### config.mk
export PLATFORM = sky130hd
export DESIGN_NAME = load_store_unit
export DESIGN_NICKNAME = d
export VERILOG_FILES = /design/src/rtl/lsu_pkg.sv /design/src/rtl/lsu_align.sv /design/src/rtl/load_store_unit.sv
export SDC_FILE = /design/constraint.sdc
export NUM_CORES = 1
export LEC_CHECK = 0
export CORE_MARGIN = 1
export CORE_UTILIZATION = 47
export CTS_CLUSTER_SIZE = 40
export DETAILED_ROUTE_END_ITERATION = 7
export GPL_TIMING_DRIVEN = 0
export PLACE_DENSITY_LB_ADDON = 0.25
export SYNTH_ARGS = -nofsm -noshare
export SYNTH_HDL_FRONTEND = slang
export SYNTH_SLANG_ARGS = --single-unit
### constraint.sdc
create_clock -name clk -period 3 [get_ports clk]
set_input_delay 0.9 -clock clk [delete_from_list [all_inputs] [get_ports clk]]
set_output_delay 0.9 -clock clk [all_outputs]
set_load 0.05 [all_outputs]
### src/rtl/lsu_pkg.sv
// Shared definitions for the RV32I load/store unit: funct3 codes, FSM states,
// strobe width and the request legality check.
package lsu_pkg;

    localparam int XLEN   = 32;
    localparam int STRB_W = XLEN / 8;

    localparam logic [2:0] F3_LB  = 3'b000;
    localparam logic [2:0] F3_LH  = 3'b001;
    localparam logic [2:0] F3_LW  = 3'b010;
    localparam logic [2:0] F3_LBU = 3'b100;
    localparam logic [2:0] F3_LHU = 3'b101;
    localparam logic [2:0] F3_SB  = 3'b000;
    localparam logic [2:0] F3_SH  = 3'b001;
    localparam logic [2:0] F3_SW  = 3'b010;

    typedef enum logic [1:0] {
        ST_IDLE,
        ST_ACCESS,
        ST_RESP,
        ST_FAULT
    } lsu_state_e;

    // True when the opcode is legal for its direction and the address is
    // naturally aligned for the access size.
    function automatic logic req_ok(input logic       is_store,
                                    input logic [2:0] funct3,
                                    input logic [1:0] addr_lo);
        logic legal;
        logic aligned;
        if (is_store)
            legal = (funct3 == F3_SB) || (funct3 == F3_SH) || (funct3 == F3_SW);
        else
            legal = (funct3 == F3_LB)  || (funct3 == F3_LH) || (funct3 == F3_LW) ||
                    (funct3 == F3_LBU) || (funct3 == F3_LHU);
        case (funct3[1:0])
            2'b01:   aligned = ~addr_lo[0];
            2'b10:   aligned = (addr_lo == 2'b00);
            default: aligned = 1'b1;
        endcase
        return legal && aligned;
    endfunction

endpackage

### src/rtl/lsu_align.sv
// Byte-lane steering: store data replication and strobes, load lane
// extraction with sign or zero extension. Purely combinational.
module lsu_align #(
    parameter int WIDTH = 32
) (
    input  logic [2:0]                 funct3,
    input  logic [1:0]                 addr_lo,
    input  logic [WIDTH-1:0]           wdata,
    input  logic [WIDTH-1:0]           rdata,
    output logic [WIDTH-1:0]           store_data,
    output logic [lsu_pkg::STRB_W-1:0] store_strb,
    output logic [WIDTH-1:0]           load_data
);
    import lsu_pkg::*;

    logic [WIDTH-1:0]  lane;
    logic [STRB_W-1:0] strb_one;

    assign strb_one = {{(STRB_W-1){1'b0}}, 1'b1};

    // NOTE: every output of a combinational block gets a default first so
    // no path through the case leaves it unassigned and infers a latch.
    always_comb begin
        store_data = wdata;
        store_strb = '1;
        case (funct3[1:0])
            2'b00: begin
                store_data = {(WIDTH/8){wdata[7:0]}};
                store_strb = strb_one << addr_lo;
            end
            2'b01: begin
                store_data = {(WIDTH/16){wdata[15:0]}};
                store_strb = {strb_one[STRB_W-2:0], 1'b1} << addr_lo;
            end
            default: ;
        endcase
    end

    // Shift the addressed lane down to bit 0; word loads are aligned, so the
    // shift is zero for them.
    assign lane = rdata >> {addr_lo, 3'b000};

    always_comb begin
        load_data = lane;
        case (funct3)
            F3_LB:   load_data = {{(WIDTH-8){lane[7]}},   lane[7:0]};
            F3_LH:   load_data = {{(WIDTH-16){lane[15]}}, lane[15:0]};
            F3_LBU:  load_data = {{(WIDTH-8){1'b0}},      lane[7:0]};
            F3_LHU:  load_data = {{(WIDTH-16){1'b0}},     lane[15:0]};
            default: ;
        endcase
    end

endmodule

### src/rtl/load_store_unit.sv
// RV32I load/store unit: accepts one memory op at a time, issues a single
// data-memory access, and returns a one-cycle writeback result or fault.
module load_store_unit #(
    parameter int WIDTH = 32
) (
    input  logic               clk,
    input  logic               rst,
    input  logic               req_valid,
    output logic               req_ready,
    input  logic               req_is_store,
    input  logic [2:0]         req_funct3,
    input  logic [WIDTH-1:0]   req_addr,
    input  logic [WIDTH-1:0]   req_wdata,
    input  logic [4:0]         req_rd,
    output logic               mem_req,
    output logic               mem_we,
    output logic [WIDTH-1:0]   mem_addr,
    output logic [WIDTH/8-1:0] mem_wstrb,
    output logic [WIDTH-1:0]   mem_wdata,
    input  logic               mem_ack,
    input  logic [WIDTH-1:0]   mem_rdata,
    output logic               resp_valid,
    output logic               resp_we,
    output logic [4:0]         resp_rd,
    output logic [WIDTH-1:0]   resp_data,
    output logic               fault
);
    import lsu_pkg::*;

    lsu_state_e        state, state_nxt;
    logic              handshake;
    logic              is_store_q;
    logic [2:0]        funct3_q;
    logic [WIDTH-1:0]  addr_q;
    logic [WIDTH-1:0]  wdata_q;
    logic [4:0]        rd_q;
    logic [WIDTH-1:0]  load_q;
    logic [WIDTH-1:0]  store_data;
    logic [STRB_W-1:0] store_strb;
    logic [WIDTH-1:0]  load_data;

    assign handshake = req_valid && (state == ST_IDLE);

    // NOTE: clocked state uses non-blocking assignments so every register
    // samples the pre-edge values, independent of statement order.
    always_ff @(posedge clk) begin
        if (rst) state <= ST_IDLE;
        else     state <= state_nxt;
    end

    always_comb begin
        state_nxt = state;
        case (state)
            ST_IDLE:   if (req_valid)
                           state_nxt = req_ok(req_is_store, req_funct3, req_addr[1:0])
                                       ? ST_ACCESS : ST_FAULT;
            ST_ACCESS: if (mem_ack) state_nxt = ST_RESP;
            ST_RESP:   state_nxt = ST_IDLE;
            ST_FAULT:  state_nxt = ST_IDLE;
            default:   state_nxt = ST_IDLE;
        endcase
    end

    // Request fields are held for the whole access; load data is captured
    // on the ack cycle so the response does not depend on mem_rdata later.
    always_ff @(posedge clk) begin
        if (rst) begin
            is_store_q <= 1'b0;
            funct3_q   <= '0;
            addr_q     <= '0;
            wdata_q    <= '0;
            rd_q       <= '0;
            load_q     <= '0;
        end else begin
            if (handshake) begin
                is_store_q <= req_is_store;
                funct3_q   <= req_funct3;
                addr_q     <= req_addr;
                wdata_q    <= req_wdata;
                rd_q       <= req_rd;
            end
            if (state == ST_ACCESS && mem_ack)
                load_q <= load_data;
        end
    end

    lsu_align #(.WIDTH(WIDTH)) u_align (
        .funct3     (funct3_q),
        .addr_lo    (addr_q[1:0]),
        .wdata      (wdata_q),
        .rdata      (mem_rdata),
        .store_data (store_data),
        .store_strb (store_strb),
        .load_data  (load_data)
    );

    always_comb begin
        req_ready  = 1'b0;
        mem_req    = 1'b0;
        mem_we     = 1'b0;
        mem_addr   = '0;
        mem_wstrb  = '0;
        mem_wdata  = '0;
        resp_valid = 1'b0;
        resp_we    = 1'b0;
        resp_rd    = '0;
        resp_data  = '0;
        fault      = 1'b0;
        case (state)
            ST_IDLE: req_ready = 1'b1;
            ST_ACCESS: begin
                mem_req  = 1'b1;
                mem_we   = is_store_q;
                mem_addr = {addr_q[WIDTH-1:2], 2'b00};
                if (is_store_q) begin
                    mem_wstrb = store_strb;
                    mem_wdata = store_data;
                end
            end
            ST_RESP: begin
                resp_valid = 1'b1;
                if (!is_store_q) begin
                    resp_we   = 1'b1;
                    resp_rd   = rd_q;
                    resp_data = load_q;
                end
            end
            ST_FAULT: fault = 1'b1;
            default: ;
        endcase
    end

endmodule

; ---- After elaboration in Yosys (flattened, before gate mapping)
; Cells that the tools add are included.
[classes]
muxes = 29
reduce_logical = 14
bitwise_logic = 1
shift = 3
eq_ne = 15
[ops]
columns = operator, count
row1 = two-way mux 32 bit, 5
row2 = one-hot mux 32 bit (4 select lines), 1
row3 = one-hot mux 32 bit (2 select lines), 1
row4 = right shift 32 x 5 -> 32 bit, 1
row5 = "equality test 3 bit, second input constant", 4
row6 = two-way mux 1 bit, 12
row7 = two-way mux 5 bit, 2
row8 = two-way mux 4 bit, 2
row9 = one-hot mux 4 bit (2 select lines), 1
row10 = "equality test 2 x 1 -> 1 bit, second input constant", 3
row11 = "equality test 2 bit, second input constant", 3
row12 = "equality test 3 x 1 -> 1 bit, second input constant", 2
row13 = zero test 2 bit, 3
row14 = zero test 3 bit, 2
row15 = two-way mux 2 bit, 3
row16 = one-hot mux 2 bit (3 select lines), 1
row17 = logical OR 1 bit, 4
row18 = "!= test 2 bit, second input constant", 2
row19 = "<< shifter 1 x 2 -> 4 bit, first input constant", 1
row20 = "<< shifter 2 x 2 -> 4 bit, first input constant", 1
row21 = "equality test 3 x 2 -> 1 bit, second input constant", 1
row22 = logical AND 1 bit, 3
row23 = one-hot mux 1 bit (2 select lines), 1
row24 = AND reduction 2 bit, 1
row25 = 2 further kinds, 2
[word_totals]
register_bits = 107
word_cells = 69
output_inout_bits = 111
input_bits = 109

; ---- Longest topological paths before layout
; Gate-level depths: netlist (run 1).
[depth]
ltp_word = 12
depth_mapped = 7
depth_no_buf = 6

; ---- Hierarchy
; From an unflattened synthesis (run 1), not the netlist that was laid out.
[hier_totals]
cells_unflattened = 795
hier_area_um2 = 5863.1
[modules_own_cells]
columns = mod, area_each_um2, seq_area_each_um2, cells_per_inst, n_inst
row1 = load_store_unit, 4595.7, 2142.1, 604, 1
row2 = lsu_align, 1267.5, 0.0, 191, 1

; ---- Worst setup path after synthesis (run 1)
; OpenSTA, ideal clock, no wires.
[synth_timing]
path_kind = reg-to-output
from = register state[0]
to = output port resp_data[26]
arrival_ns = 2.487
path_stages_with_launch = 6
path_slack_ns = -0.387
path_buffers = 2
t_required_ns = 2.100
cell_sequence = dfxtp_1 -> buf_4 -> nor2b_1 -> nor2b_1 -> clkbuf_1 -> and2_1
[synth_via]
elab_chain_len = 2
[synth_lines]
columns = element, line
row1 = start: declaration, load_store_unit.sv:30  ; lsu_state_e state, state_nxt;
row2 = start signal: assignment, load_store_unit.sv:48  ; else state <= state_nxt;
row3 = equality test 2 bit, load_store_unit.sv:109  ; case (state)
row4 = two-way mux 32 bit, load_store_unit.sv:109
row5 = end: declaration, load_store_unit.sv:25  ; output logic [WIDTH-1:0] resp_data,
; Every way passes these cells.

; ---- Worst setup path in the final report (run 1)
[layout_timing]
from = register funct3_q[1]
to = output port mem_wdata[22]
[layout_via]
elab_chain_len = 4
elab_cells_between_ends = 5
cone_classes = eq/ne (1) / mux (3) / reduce/logical (1)
[layout_lines]
columns = element, line
row1 = start: declaration, load_store_unit.sv:33  ; logic [2:0] funct3_q;
row2 = start signal: assignment, load_store_unit.sv:77  ; funct3_q <= req_funct3;
row3 = equality test 2 x 1 -> 1 bit / zero test 2 bit (equally long branches), lsu_align.sv:26  ; case (funct3[1:0])
row4 = one-hot mux 32 bit (2 select lines) (*), lsu_align.sv:26
row5 = two-way mux 32 bit (*), load_store_unit.sv:115  ; if (is_store_q) begin
row6 = two-way mux 32 bit (*), load_store_unit.sv:109
row7 = end: declaration, load_store_unit.sv:19  ; output logic [WIDTH-1:0] mem_wdata,
; Mark *: on every way between the ends. The rest lies on a longest branch, timed or not.

==> flow_metrics.py, run 1 <==
metrics = {
    "place": {
        "place_area_um2": 7860,
        "post-dp-hpwl_um": 13300,
        "dpl_worst_slack_ns": -0.197,
        "place_inst": 1086,
        "portBuffers": 216,
        "routabilityCongestion": 0.921,
    },
    "synthesis": {
        "yosys_warnings": 0,
        "synth_seq_cells": 107,
        "netlist_instances": 726,
        "synth_area_leader_cell": "dfxtp_1",
        "synth-edff-count": 0,
        "synth-seq-area-share": 0.389,
        "synth_ff_type": "dfxtp_1",
        "synthArstFlopShare": 0,
        "netlist_area_um2": 5510,
        "synth_top_cell_area_share": 0.389,
        "syn_avg_cell_area_um2": 7.59,
        "synth_cell_type_count": 36,
        "synth_area_leaders": "dfxtp_1, nand2_1, a21oi_1",
    },
    "flow_run": {
        "max_cap_viol_count": 0,
    },
    "worst_setup_path": {
        "crit_arrival_ns": 2.04,
        "crit_cells": 5,
        "critPathBufInv": 3,
        "crit_chain": "buf_2, buf_2, mux2i_1, nor2_1, dlygate4sd2_1",
        "endpoint_kind": "primary output",
        "crit_required_ns": 2.10,
        "slowest_stage": "dlygate4sd2_1",
        "crit_top_cell": "buf_2",
        "path_max_fanout": 10,
        "rr_worst_depth": 7,
        "cpPeakStageDelay_ns": 0.54,
        "crit_family": "buffers and inverters",
        "critPathKind": "reg -> out",
        "start_kind": "register",
    },
    "sta": {
        "drv_slew": 0,
        "slew_headroom": 0.521,
        "clock_skew_ns": 0.0103,
        "setup_viol": 0,
        "fin_crit_sh": 0.981,
        "hold_viol": 0,
        "setup_tns_ns": 0,
        "period_minus_slack_ns": 2.94,
        "worstMarginPinSlew_ns": 0.719,
        "grt_setup_unrepaired": "no",
        "fmaxAchievable_mhz": 340,
        "timing.hold.ws_ns": 0.452,
        "fin_ws_ns": 0.0585,
    },
    "global_route": {
        "gr-total-overflow": 0,
        "grt_pass1_vias": 5468,
        "grt_pass1_wl_um": 26500,
        "grt.total_usage": 0.285,
        "antenna_found_initial": 0,
        "grt_max_degree": 19,
    },
    "finish": {
        "mostFrequentLayoutCell": "nand2_1",
        "design_area_um2": 7870,
        "nNetsFinal": 1064,
        "drive_above_1_share": 0.156,
        "antenna_cells": 0,
        "instances_no_fill": 1100,
        "final_util": 0.690,
        "final_cell_mix": "nand2_1, a21oi_1, clkdlybuf4s50_1",
        "syn_to_final_growth_pct": 42.9,
    },
    "die": {
        "die_area_um2": 12200,
        "std_cell_rows": 39,
        "start_util": 0.482,
        "dieHeight_um": 110,
        "die_w_um": 110,
        "io_pins": 220,
        "coreArea_um2": 11400,
    },
    "routing": {
        "vias": 5736,
        "wirelength_um": 17400,
        "postRouteAntennaNets": 0,
        "wl_per_cell_um": 15.8,
        "drc": 0,
        "first_pass_iters": 5,
        "detail_route.iter0.violations": 285,
        "viasPerCell": 5.21,
    },
    "cts": {
        "cts_tree": "yes",
        "clk_pin_slew_ns": 0.08,
        "clkLatencyLatePin_ns": 0.35,
        "cts_num_sinks": 107,
        "htree_levels": 3,
        "root_buffer": "clkbuf_16",
        "numCtsBuffers": 9,
        "cts.path.max_buffers": 2,
    },
    "hold_path": {
        "min_path_type": "reg -> reg",
        "hold-path-cell-count": 2,
    },
    "power_and_ir_drop": {
        "power_leakage_nw": 3.26,
        "peakVddDrop_mv": 0.378,
        "power.total_mw": 3.56,
        "p_per_area_nw_per_um2": 452,
    },
    "outcome": {
        "status": "finished, final reports clean",
    },
}
==> metal layers <==
| layer | up-vias | global-route usage | share of wire | routed length, µm |
|---|---|---|---|---|
| met3 | 32 | 0.0494 | 0.072 | 1250 |
| li1 | 2857 | - | - | - |
| met5 | - | 0 | 0 | 0 |
| met4 | 0 | 0.125 | 0.026 | 457 |
| met2 | 218 | 0.490 | 0.48 | 8380 |
| met1 | 2629 | 0.347 | 0.42 | 7260 |
==> synthesized netlist by cell type, types with 9 or more instances <==
cell type	n
a211oi_2	10
a21oi_1	124
and2_1	70
buf_2	16
buf_4	13
clkbuf_1	29
dfxtp_1	107
mux2i_1	35
nand2_1	180
nor2_1	56
nor3_1	9
==> state kept, by name (all words and copies together), names as in the netlist <==
| signal | flops |
|---|---|
| load_q | 32 |
| wdata_q | 32 |
| addr_q | 32 |
| state | 2 |
| rd_q | 5 |
| is_store_q | 1 |
| funct3_q | 3 |
==> tightest hold or removal path: stages, from the launching register on <==
cell     delay (ns)
dfxtp_1        0.31
nand2_1        0.05
a21oi_1        0.05
==> worst paths after layout <==
kind,start,end,slack (ns)
max,funct3_q[1]$_SDFFE_PP0P_,mem_wdata[22],0.06
min,rd_q[1]$_SDFFE_PP0P_,rd_q[1]$_SDFFE_PP0P_,0.45
max reg2reg,state[0]$_SDFFE_PP0P_,funct3_q[1]$_SDFFE_PP0P_,1.34
min reg2reg,rd_q[1]$_SDFFE_PP0P_,rd_q[1]$_SDFFE_PP0P_,0.45
==> logic make-up after synthesis <==
| logic type | Yosys count | synth area share |
|---|---|---|
| other | 1 | 0.000681 |
| adder cells (fa/ha/maj) | 3 | 0.00681 |
| buffers and inverters | 70 | 0.0643 |
| flip-flops | 107 | 0.389 |
| AND/OR/NAND/NOR | 337 | 0.277 |
| AO/OA/AOI/OAI | 164 | 0.179 |
| multiplexers | 44 | 0.0840 |
==> repair_timing <==
item                       4_1_cts  5_1_grt
hold buffers                     0        0
setup buffers                    0        0
setup endpoints to repair      106       81
resized for setup              234      121
==> layout make-up <==
class                   instances  area (µm²)
well taps                     143         179
inverters                       5        18.8
repair buffers                216        1880
clock inverters                 5        46.3
clock buffers                  11         243
multi-input cells             550        3020
fillers                      1025        3540
plain buffers                  63         348
flip-flops and latches        107        2140
==> report_power, final <==
part	internal (mW)	leakage, nW	switching [mW]	total, mW
Clock	0.601	0.142	0.568	1.17
Combinational	0.344	2.24	0.476	0.820
Sequential	1.51	0.876	0.0578	1.57
Total	2.46	3.26	1.10	3.56
Power figures use the tool's default switching activity.
==> run 2: changes to the inputs <==
Settings changed: CORE_UTILIZATION 47 to 40.
Clock period 3 ns to 2.4 ns, I/O delays scaled along.
==> run 2 against run 1 <==
Utilization shrank 3.0 points. Sequential cell count stayed put. Worst hold slack worse by 0.0013 ns. Critical endpoint is now mem_wstrb[2]. Sequential share of layout area shrank 2.8 points. Critical path depth grew 1. First-iteration DRC count is 38% higher.
==> flow_metrics.py, run 2 (synthesis results as in run 1) <==
metrics = {
    "outcome": {
        "status": "finished, final reports clean",
    },
    "worst_setup_path": {
        "start_kind": "register",
        "crit_required_ns": 1.68,
        "endpoint_kind": "primary output",
        "path_max_fanout": 8,
        "rr_worst_depth": 7,
        "critPathKind": "reg -> out",
        "crit_arrival_ns": 1.67,
    },
    "power_and_ir_drop": {
        "power.total_mw": 4.85,
        "power_leakage_nw": 3.54,
        "p_per_area_nw_per_um2": 551,
        "peakVddDrop_mv": 0.487,
    },
    "flow_run": {
        "max_cap_viol_count": 0,
    },
    "sta": {
        "hold_viol": 0,
        "clock_skew_ns": 0.00551,
        "period_minus_slack_ns": 2.39,
        "setup_viol": 0,
        "grt_setup_unrepaired": "yes",
        "fin_crit_sh": 0.997,
        "drv_slew": 0,
        "fmaxAchievable_mhz": 418,
        "slew_headroom": 0.501,
        "worstMarginPinSlew_ns": 0.748,
    },
    "finish": {
        "fillers": 1200,
        "syn_to_final_growth_pct": 59.7,
        "mostFrequentLayoutCell": "nand2_1",
        "drive_above_1_share": 0.284,
        "multi_input_area_um2": 3300,
        "ff_latch_area_um2": 2150,
        "antenna_cells": 0,
        "final_util": 0.659,
        "largestRegisters": "addr_q: 32 flops, load_q: 32 flops, wdata_q: 32 flops",
        "final_cell_mix": "nand2_1, a21oi_1, clkdlybuf4s50_1",
        "nNetsFinal": 1082,
    },
    "cts": {
        "root_buffer": "clkbuf_16",
        "clkLatencyLatePin_ns": 0.35,
        "cts_num_sinks": 107,
        "numCtsBuffers": 9,
        "htree_levels": 3,
        "clk_pin_slew_ns": 0.07,
        "cts_hold_buffers": 0,
        "cts_tree": "yes",
        "cts.path.max_buffers": 2,
    },
    "routing": {
        "first_pass_iters": 5,
        "drc": 0,
        "viasPerCell": 5.14,
        "wirelength_um": 19200,
        "detail_route.iter0.violations": 393,
        "postRouteAntennaNets": 0,
        "wl_per_cell_um": 16.7,
        "vias": 5915,
    },
    "global_route": {
        "gr-total-overflow": 0,
        "grt_pass1_vias": 5515,
        "grt.total_usage": 0.261,
        "antenna_found_initial": 0,
        "grt_pass1_wl_um": 28800,
        "grt_max_degree": 18,
    },
    "place": {
        "routabilityCongestion": 0.846,
        "portBuffers": 216,
        "post-dp-hpwl_um": 13500,
    },
    "die": {
        "start_util": 0.413,
        "dieHeight_um": 119,
        "die_area_um2": 14200,
        "io_pins": 220,
        "die_w_um": 119,
        "coreArea_um2": 13300,
        "std_cell_rows": 42,
    },
    "hold_path": {
        "min_path_type": "reg -> reg",
        "hold-path-cell-count": 2,
    },
}
-- run 2: worst paths after layout --
kind | startpoint | end | slack [ns]
setup / recovery | state[1]$_SDFFE_PP0P_ | mem_wstrb[2] | 0.008
hold / removal | addr_q[4]$_SDFFE_PP0P_ | addr_q[4]$_SDFFE_PP0P_ | 0.45
setup reg to reg | state[0]$_SDFFE_PP0P_ | funct3_q[0]$_SDFFE_PP0P_ | 0.68
hold reg to reg | addr_q[4]$_SDFFE_PP0P_ | addr_q[4]$_SDFFE_PP0P_ | 0.45
-- run 2: layer usage --
metal / track usage / part of all wire / up-vias
met1: 0.321 / 0.42 / 2779
met5: 0 / 0 / -
met4: 0.0883 / 0.021 / 0
met3: 0.0805 / 0.076 / 27
met2: 0.433 / 0.48 / 209
li1: - / - / 2900
-- run 2: per-stage QoR --
step	TNS (ns)	hold WS, ns	cells	area, µm²	worst slack, ns
floorplan	-0.627	0.432	727	5600	-0.0403
detailed placement	-43.04	0.442	1119	7980	-0.646
global route	-0.495	0.464	1151	8800	-0.0365
finish	0	0.451	1151	8800	0.00781
CTS	-0.440	0.452	1140	8370	-0.0498
global placement	-43.14	0.437	1119	7980	-0.653
-- run 2: final cells by class --
cell class	count	area share
well taps	176	0.0250
repair buffers	235	0.262
multi-input cells	550	0.375
clock inverters	6	0.0129
plain buffers	62	0.0532
inverters	5	0.00256
flip-flops and latches	107	0.244
clock buffers	10	0.0260
-- run 2: where the power goes --
part	switching, mW	leakage, nW	internal [mW]
registers	0.0778	0.877	1.89
logic	0.653	2.50	0.512
clock network	0.685	0.159	1.02
-- run 2: critical path, cell delays in order, from the launching register on --
cell and delay [ns]:
dfxtp_2 0.34, and2b_4 0.31, nand2_4 0.07, buf_12 0.15, clkbuf_16 0.17, nor2_4 0.11, buf_6 0.16
-- run 2: timing repair --
item,CTS,global route
setup buffers,7,8
pin swaps,5,2
endpoints found under the hold margin,0,0
gates cloned,1,3
gates resized for setup,697,108
setup endpoints to repair,109,92
==> run 3: changes to the inputs <==
Settings changed: CORE_MARGIN 1 to 5.
==> run 3 against run 2 <==
Utilization fell by 0.69 points. Global-route usage fell by 2.7 points. Die area rose by 14%. Count of clock-buffer cells in the layout did not move. Sequential share of layout area rose by 0.29 points. Cell area fell by 1.1%. Power fell by 5.7%. Combinational power barely moved.
==> flow_metrics.py, run 3 (synthesis results as in run 1) <==
metrics = {
    "sta": {
        "hold_viol": 0,
        "drv_slew": 0,
        "grt_setup_unrepaired": "yes",
        "clock_skew_ns": 0.00516,
        "setup_viol": 0,
        "fmaxAchievable_mhz": 418,
        "worstMarginPinSlew_ns": 0.758,
        "slew_headroom": 0.494,
        "period_minus_slack_ns": 2.39,
        "fin_ws_ns": 0.00630,
        "fin_crit_sh": 0.997,
    },
    "worst_setup_path": {
        "slowest_stage": "dfxtp_2",
        "crit_family": "buffers and inverters",
        "crit_arrival_ns": 1.67,
        "endpoint_kind": "primary output",
        "crit_required_ns": 1.68,
        "r2r-end": "funct3_q[1]$_SDFFE_PP0P_",
        "startpoint": "state[1]$_SDFFE_PP0P_",
        "path_max_fanout": 8,
        "r2r_start": "state[1]$_SDFFE_PP0P_",
        "crit_chain": "and2b_4, nand2_4, buf_8, buf_4, a21oi_2, buf_6",
        "cp-endpoint": "mem_wdata[12]",
        "rrSetupSlack_ns": 0.55,
        "critPathKind": "reg -> out",
        "cpPeakStageDelay_ns": 0.33,
        "start_kind": "register",
        "crit_cells": 6,
        "critPathBufInv": 3,
        "rr_worst_depth": 8,
    },
    "routing": {
        "detail_route.iter0.violations": 445,
        "vias": 5897,
        "wirelength_um": 20100,
        "drc": 0,
        "wl_per_cell_um": 17.5,
        "first_pass_iters": 5,
        "postRouteAntennaNets": 0,
        "viasPerCell": 5.14,
    },
    "die": {
        "start_util": 0.413,
        "die_area_um2": 16200,
        "io_pins": 220,
        "coreArea_um2": 13300,
        "die_w_um": 127,
        "dieHeight_um": 127,
        "std_cell_rows": 42,
    },
    "finish": {
        "largestRegisters": "addr_q: 32 flops, load_q: 32 flops, wdata_q: 32 flops",
        "drive_above_1_share": 0.284,
        "design_area_um2": 8710,
        "fillers": 1223,
        "final_cell_mix": "nand2_1, a21oi_1, clkdlybuf4s50_1",
        "mostFrequentLayoutCell": "nand2_1",
        "nNetsFinal": 1082,
        "syn_to_final_growth_pct": 58.0,
        "multi_input_area_um2": 3300,
        "ff_latch_area_um2": 2150,
        "antenna_cells": 0,
    },
    "cts": {
        "clkLatencyLatePin_ns": 0.35,
        "cts_hold_buffers": 0,
        "htree_levels": 3,
        "cts_num_sinks": 107,
        "root_buffer": "clkbuf_16",
        "cts.path.max_buffers": 2,
        "cts_tree": "yes",
        "numCtsBuffers": 9,
        "clk_pin_slew_ns": 0.07,
    },
    "global_route": {
        "grt_max_degree": 16,
        "grt.total_usage": 0.235,
        "grt_pass1_wl_um": 30100,
        "top_usage_layer": "met2",
        "grt_pass1_vias": 5825,
        "antenna_found_initial": 1,
        "use_met2": 0.392,
        "use_met3": 0.0684,
        "met1_usage": 0.282,
        "gr-total-overflow": 0,
    },
    "place": {
        "portBuffers": 216,
        "dpl_worst_slack_ns": -0.652,
        "post-dp-hpwl_um": 14500,
        "place_area_um2": 7980,
        "routabilityCongestion": 0.864,
    },
    "power_and_ir_drop": {
        "power_leakage_nw": 3.50,
        "power.total_mw": 4.57,
        "p_per_area_nw_per_um2": 525,
        "peakVddDrop_mv": 0.346,
    },
    "hold_path": {
        "min_path_type": "reg -> reg",
    },
    "outcome": {
        "status": "finished, final reports clean",
    },
    "flow_run": {
        "max_cap_viol_count": 0,
    },
}
## run 3: changes by cell type in the layout (fill, tap and decap cells not counted), sizes merged
cell / previous run / this run
dlymetal6s2s: 1 / 0
dlygate4sd2: 2 / 1
clkinvlp: 3 / 2
bufinv: 3 / 1
clkbuf: 55 / 49
clkdlybuf4s50: 107 / 108
buf: 140 / 147
## run 3: worst min path at each step
stage                                 start                      end  cells after the start
floorplan            load_q[6]$_SDFFE_PP0P_   load_q[6]$_SDFFE_PP0P_                      2
global placement    addr_q[16]$_SDFFE_PP0P_  addr_q[16]$_SDFFE_PP0P_                      2
detailed placement  addr_q[20]$_SDFFE_PP0P_  addr_q[20]$_SDFFE_PP0P_                      2
CTS                 addr_q[20]$_SDFFE_PP0P_  addr_q[20]$_SDFFE_PP0P_                      2
global route        addr_q[20]$_SDFFE_PP0P_  addr_q[20]$_SDFFE_PP0P_                      2
finish              addr_q[20]$_SDFFE_PP0P_  addr_q[20]$_SDFFE_PP0P_                      2
## run 3: worst register-to-register path: stages, from the launching register on
cell     delay, ns
dfxtp_2       0.34
buf_4         0.10
buf_4         0.11
nor2_1        0.06
nand2_1       0.08
buf_2         0.25
buf_1         0.50
nand2_1       0.16
a21oi_1       0.19
## run 3: layer usage
| layer | wire length (µm) | vias to the layer above |
|---|---|---|
| met5 | 13 | - |
| met2 | 9600 | 205 |
| met4 | 612 | 2 |
| li1 | - | 2891 |
| met3 | 1590 | 40 |
| met1 | 8280 | 2759 |
## run 3: metrics by stage
stage	TNS (ns)	instances	hold slack, ns	util
2_1_floorplan	-0.627	727	0.432	-
4_1_cts	-0.262	1144	0.452	0.623
3_3_place_gp	-43.53	1119	0.437	0.598
3_5_place_dp	-43.86	1119	0.442	0.598
6_report	0	1148	0.449	0.652
5_1_grt	-0.326	1148	0.464	0.652
## run 3: cell type report
cell class / instances / area share
buffer: 60 / 0.0513
timing repair buffer: 237 / 0.263
inverter: 5 / 0.00259
clock buffer: 10 / 0.0263
sequential: 107 / 0.247
tap: 176 / 0.0253
clock inverter: 3 / 0.00489
multi-input combinational: 550 / 0.379
## run 3: power breakdown
group / leakage (nW) / switching (mW) / internal, mW
clock network: 0.130 / 0.644 / 0.791
logic: 2.49 / 0.651 / 0.510
registers: 0.878 / 0.0794 / 1.90
## run 3: timing repair
action | 4_1_cts | 5_1_grt
pin swaps | 1 | 8
buffers inserted | 12 | 4
gates cloned | 3 | 2
gates resized for setup | 690 | 101
endpoints found under the setup margin | 109 | 76
